--- src/rtl/rx_pkg.sv ---
// Shared types and default geometry for the UART receive sequencer.
package rx_pkg;

  localparam int unsigned DATA_BITS_DEF  = 9;
  localparam int unsigned OVERSAMPLE_DEF = 4;

  typedef enum logic [2:0] {
    IDLE,
    START,
    DATA,
    STOP,
    BREAK
  } rx_state_t;

endpackage

--- src/rtl/rx_sync.sv ---
// Two-flop synchronizer for the asynchronous serial line; resets to idle (high).
module rx_sync (
  input  logic clk,
  input  logic rst,
  input  logic d,
  output logic q
);

  logic meta;

  always_ff @(posedge clk or negedge rst) begin
    if (!rst) begin
      meta <= 1'b1;
      q    <= 1'b1;
    end else begin
      meta <= d;
      q    <= meta;
    end
  end

endmodule

--- src/rtl/rx_ctrl.sv ---
// UART receive sequencer: start qualification, mid-bit sampling strobes and stop check.
// The shift register's own reset is expected to be driven by (dp_clr | ~rst).
module rx_ctrl
  import rx_pkg::*;
#(
  parameter int unsigned DATA_BITS  = DATA_BITS_DEF,
  parameter int unsigned OVERSAMPLE = OVERSAMPLE_DEF
) (
  input  logic clk,
  input  logic rst,
  input  logic Baud4Tick,
  input  logic RxD,
  input  logic en,
  output logic get_inp,
  output logic rx_bit,
  output logic dp_clr,
  output logic busy,
  output logic frame_done,
  output logic frame_err,
  output logic start_glitch
);

  localparam int unsigned HALF = OVERSAMPLE / 2;
  localparam int unsigned TW   = $clog2(OVERSAMPLE);
  localparam int unsigned BW   = $clog2(DATA_BITS + 1);

  localparam logic [TW-1:0] T_HALF = TW'(HALF - 1);
  localparam logic [TW-1:0] T_LAST = TW'(OVERSAMPLE - 1);
  localparam logic [BW-1:0] B_LAST = BW'(DATA_BITS - 1);

  rx_state_t     state, state_nx;
  logic [TW-1:0] tick_cnt, tick_nx;
  logic [BW-1:0] bit_cnt, bit_nx;
  logic          rxd_s;
  logic          tick_ok;
  logic          get_nx, rx_bit_nx, clr_nx, done_nx, err_nx, glitch_nx;

  rx_sync u_sync (
    .clk (clk),
    .rst (rst),
    .d   (RxD),
    .q   (rxd_s)
  );

  // en low overrides any tick in the same cycle.
  assign tick_ok = en & Baud4Tick;

  always_ff @(posedge clk or negedge rst) begin
    if (!rst) begin
      state        <= IDLE;
      tick_cnt     <= '0;
      bit_cnt      <= '0;
      rx_bit       <= 1'b1;
      get_inp      <= 1'b0;
      dp_clr       <= 1'b0;
      busy         <= 1'b0;
      frame_done   <= 1'b0;
      frame_err    <= 1'b0;
      start_glitch <= 1'b0;
    end else begin
      state        <= state_nx;
      tick_cnt     <= tick_nx;
      bit_cnt      <= bit_nx;
      rx_bit       <= rx_bit_nx;
      get_inp      <= get_nx;
      dp_clr       <= clr_nx;
      busy         <= (state_nx != IDLE);
      frame_done   <= done_nx;
      frame_err    <= err_nx;
      start_glitch <= glitch_nx;
    end
  end

  always_comb begin
    state_nx = state;
    tick_nx  = tick_cnt;
    bit_nx   = bit_cnt;
    if (!en) begin
      state_nx = IDLE;
      tick_nx  = '0;
      bit_nx   = '0;
    end else if (Baud4Tick) begin
      case (state)
        IDLE: begin
          if (!rxd_s) begin
            state_nx = START;
            tick_nx  = '0;
            bit_nx   = '0;
          end
        end
        START: begin
          if (tick_cnt == T_HALF) begin
            tick_nx  = '0;
            bit_nx   = '0;
            state_nx = rxd_s ? IDLE : DATA;
          end else begin
            tick_nx = tick_cnt + 1'b1;
          end
        end
        DATA: begin
          if (tick_cnt == T_LAST) begin
            tick_nx = '0;
            if (bit_cnt == B_LAST) begin
              state_nx = STOP;
              bit_nx   = '0;
            end else begin
              bit_nx = bit_cnt + 1'b1;
            end
          end else begin
            tick_nx = tick_cnt + 1'b1;
          end
        end
        STOP: begin
          if (tick_cnt == T_LAST) begin
            tick_nx  = '0;
            state_nx = rxd_s ? IDLE : BREAK;
          end else begin
            tick_nx = tick_cnt + 1'b1;
          end
        end
        BREAK: begin
          if (rxd_s) state_nx = IDLE;
        end
        default: state_nx = IDLE;
      endcase
    end
  end

  always_comb begin
    get_nx    = tick_ok && (state == DATA)  && (tick_cnt == T_LAST);
    clr_nx    = tick_ok && (state == START) && (tick_cnt == T_HALF) && !rxd_s;
    glitch_nx = tick_ok && (state == START) && (tick_cnt == T_HALF) && rxd_s;
    done_nx   = tick_ok && (state == STOP)  && (tick_cnt == T_LAST) && rxd_s;
    err_nx    = tick_ok && (state == STOP)  && (tick_cnt == T_LAST) && !rxd_s;
    rx_bit_nx = get_nx ? rxd_s : rx_bit;
  end

endmodule
--- config.mk ---
export PLATFORM = sky130hd
export DESIGN_NAME = rx_ctrl
export DESIGN_NICKNAME = d
export VERILOG_FILES = /design/src/rtl/rx_pkg.sv /design/src/rtl/rx_sync.sv /design/src/rtl/rx_ctrl.sv
export SDC_FILE = /design/constraint.sdc
export NUM_CORES = 1
export LEC_CHECK = 0
export ABC_AREA = 0
export CORE_MARGIN = 2
export CORE_UTILIZATION = 53
export CTS_CLUSTER_DIAMETER = 60
export CTS_CLUSTER_SIZE = 25
export DETAILED_ROUTE_END_ITERATION = 8
export GPL_TIMING_DRIVEN = 0
export PLACE_DENSITY_LB_ADDON = 0.15
export SYNTH_ARGS = -nofsm -noshare
export SYNTH_HDL_FRONTEND = slang
export SYNTH_SLANG_ARGS = --single-unit
export TNS_END_PERCENT = 1
--- constraint.sdc ---
create_clock -name clk -period 2.1 [get_ports clk]
set_input_delay 0.42 -clock clk [delete_from_list [all_inputs] [get_ports clk]]
set_output_delay 0.42 -clock clk [all_outputs]
set_load 0.02 [all_outputs]
==> run_results.csv <==
group,metric,value,unit
place,place_area,0.00110,mm^2
finish,final_common_cell,"dfrtp_1",
timing,clock_skew,0.00843,ns
drt,firstDrtPassIters,4,
critical_path,cpPeakStageDelay,0.59,ns
cts,cts_tree,"built",
finish,fin_area,0.00114,mm^2
cts,cts.sinks,18,
drt,vias,741,
synthesis,synth.avg_cell_area,10.5,um^2
place,dp_hpwl,1.35,mm
die,die_h,46.5,um
timing,final.setup.tns,0,ns
critical_path,end_kind,"output port",
cts,cts_root_buffer,"clkbuf_4",
drt,ant_nets,0,
die,fp.coreArea,0.00171,mm^2
cts,insertion_delay,0.30,ns
timing,max_freq,542,MHz
critical_path,start_kind,"flop",
die,fp.dieW,46.5,um
timing,relSlewSlack,49.4,%
timing,rsz0062_at_grt,"false",
drt,remaining_drc_errors,0,
grt,grt_start_max_net_pins,19,
cts,numCtsBuffers,3,
timing,hold_slack,0.364,ns
timing,fin_crit_sh,87.8,%
finish,area_growth,18.5,%
place,routabilityCongestion,0.812,
synthesis,synth_area,958,um^2
min_path,min_path_type,"reg -> reg",
finish,nets,117,
critical_path,crit_fanout,2,
die,initial_core_util,56.1,%
timing,timing.final.hold_violations,0,
timing,worst_slew_pin_slew,0.757,ns
synthesis,synthCells,91,
cts,cts_hold_buffers,0,
timing,setup_violations,0,
grt,grt_use_total,19.6,%
cts,clk_path_buf_depth,2,
drt,post_drt_wl_per_cell,13.9,um
critical_path,crit_path_top_delay_cell,"clkdlybuf4s50_1",
synthesis,synth_top_cell_by_area,"dfrtp_1",
drt,first_iter_violations,35,
cts,post-cts-setup-buffer-count,0,
drt,via_per_inst,5.66,
flow_run,maxCapViolCount,0,
synthesis,synth_top_area_share,39.2,%
timing,drv_slew,0,
pwr,cellPowerDensity,565,mW/mm^2
timing,final.setup.worst_slack,0.256,ns
grt,grt.overflow.total,0,
die,ios,12,
synthesis,ys.warnings.count,0,
die,row_count,15,
drt,totalWireLength,1.82,mm
grt,grt_pass1_vias,679,
critical_path,crit_family,"buffers and inverters",
pwr,leakagePower,0.510,nW
grt,antenna_found_initial,0,
cts,cts_max_level,1,
critical_path,critPathBufInv,1,
synthesis,yosysSeqAreaShare,47.4,%
synthesis,ys_top_cells_by_area,"dfrtp_1 (39%), dfstp_2 (8.2%), ha_1 (6.5%)",
critical_path,cp_cell_sequence,"clkdlybuf4s50_1",
place,dp_worst_setup_slack,0.0610,ns
finish,drive_gt1_share,15.1,%
status,status,"finished, final reports clean",
cts,post_cts_resize_count,0,
die,die_area,0.00216,mm^2
cts,path_clk_slew,0.10,ns
critical_path,required,1.68,ns
synthesis,synth_cell_type_count,40,
critical_path,critPathKind,"reg -> out",
place,portBuffers,11,
synthesis,syn_nets,101,
pwr,vdd_drop_max,313,uV
synthesis,ys_seq_elements,18,
grt,grt_pass1_wl,2.97,mm
critical_path,cp.arrival,1.42,ns
finish,final_cell_mix,"dfrtp_1 (15), clkdlybuf4s50_1 (11), inv_1 (9)",
timing,period_minus_slack,1.84,ns
finish,antennaDiodeCount,0,
-- path summary, 6_finish.rpt --
| kind | from | cells after the start | end | slack, ns |
|---|---|---|---|---|
| hold / removal | u_sync.meta$_DFF_PN1_ | 0 | u_sync.q$_DFF_PN1_ | 0.36 |
| hold reg to reg | u_sync.meta$_DFF_PN1_ | 0 | u_sync.q$_DFF_PN1_ | 0.36 |
| max in group asynchronous | rst | 1 | bit_cnt[3]$_DFFE_PN0P_ | 1.07 |
| min in group asynchronous | rst | 1 | start_glitch$_DFF_PN0_ | 0.55 |
| setup reg to reg | tick_cnt[1]$_DFFE_PN0P_ | 6 | busy$_DFF_PN0_ | 0.41 |
| setup / recovery | rx_bit$_DFFE_PN1P_ | 1 | rx_bit | 0.26 |
-- metal layers --
metal	share of wire (%)	global-route usage [%]	up-vias	wire length, um
met5	0	0	-	0
met1	44	26.3	343	792
met4	1.2	6.86	0	21
met3	7.2	3.53	8	131
li1	-	-	353	-
met2	48	31.4	37	870
-- logic make-up after synthesis --
group                      count (synthesis)  share of synthesized area, %
buffers and inverters                     11                          5.22
AOI/OAI and AO/OA                         19                          14.6
xor gates and xnor gates                   1                         0.914
DFF                                       18                          47.4
muxes                                      4                          4.31
and+or+nand+nor                           33                          21.0
adders and majority gates                  5                          6.53
-- stage by stage --
stage,power (mW),instances,utilization [%]
after CTS,0.644,131,66.5
after detailed placement,0.431,127,64.4
after floorplan,0.402,91,-
after global placement,0.429,127,64.4
final,0.642,131,66.5
after global routing,0.667,131,66.5
-- report_power, final --
| group | internal [mW] | switching [mW] |
|---|---|---|
| clock | 0.106 | 0.112 |
| combinational | 0.0266 | 0.0363 |
| sequential | 0.355 | 0.00627 |
| total | 0.487 | 0.155 |
-- cell usage after synthesis (all sizes together) --
| cell type | instances |
|---|---|
| dfrtp | 15 |
| inv | 9 |
| nand2 | 6 |
| ha | 5 |
| a21oi | 4 |
| and2 | 4 |
| and3 | 4 |
| nor2 | 4 |
| nor2b | 4 |
| dfstp | 3 |
| mux2i | 3 |
| o21ai | 3 |
| buf | 2 |
| nand2b | 2 |
| nand3 | 2 |
| nand4 | 2 |
| or3 | 2 |
| a211o | 1 |
| a211oi | 1 |
| a311oi | 1 |
| a31oi | 1 |
| a32oi | 1 |
| a41oi | 1 |
| and3b | 1 |
| and4bb | 1 |
| mux2 | 1 |
| nor3b | 1 |
| o211ai | 1 |
| o21a | 1 |
| o21bai | 1 |
| o221a | 1 |
| o22ai | 1 |
| o311ai | 1 |
| xnor2 | 1 |
-- flip-flops by register name, indices dropped and copies added, names as in the netlist --
name,flops
bit_cnt,4
dp_clr,1
frame_done,1
busy,1
start_glitch,1
rx_bit,1
frame_err,1
tick_cnt,2
u_sync.meta,1
get_inp,1
state,3
u_sync.q,1
-- layout make-up --
cell class,count,area (um^2)
Timing Repair Buffer,11,110
Fill cell,147,572
Inverter,9,33.8
Tap cell,25,31.3
Multi-Input combinational cell,62,454
Sequential cell,18,454
Clock buffer,4,36.3
Buffer,2,16.3
(Power assumes the default switching activity.)
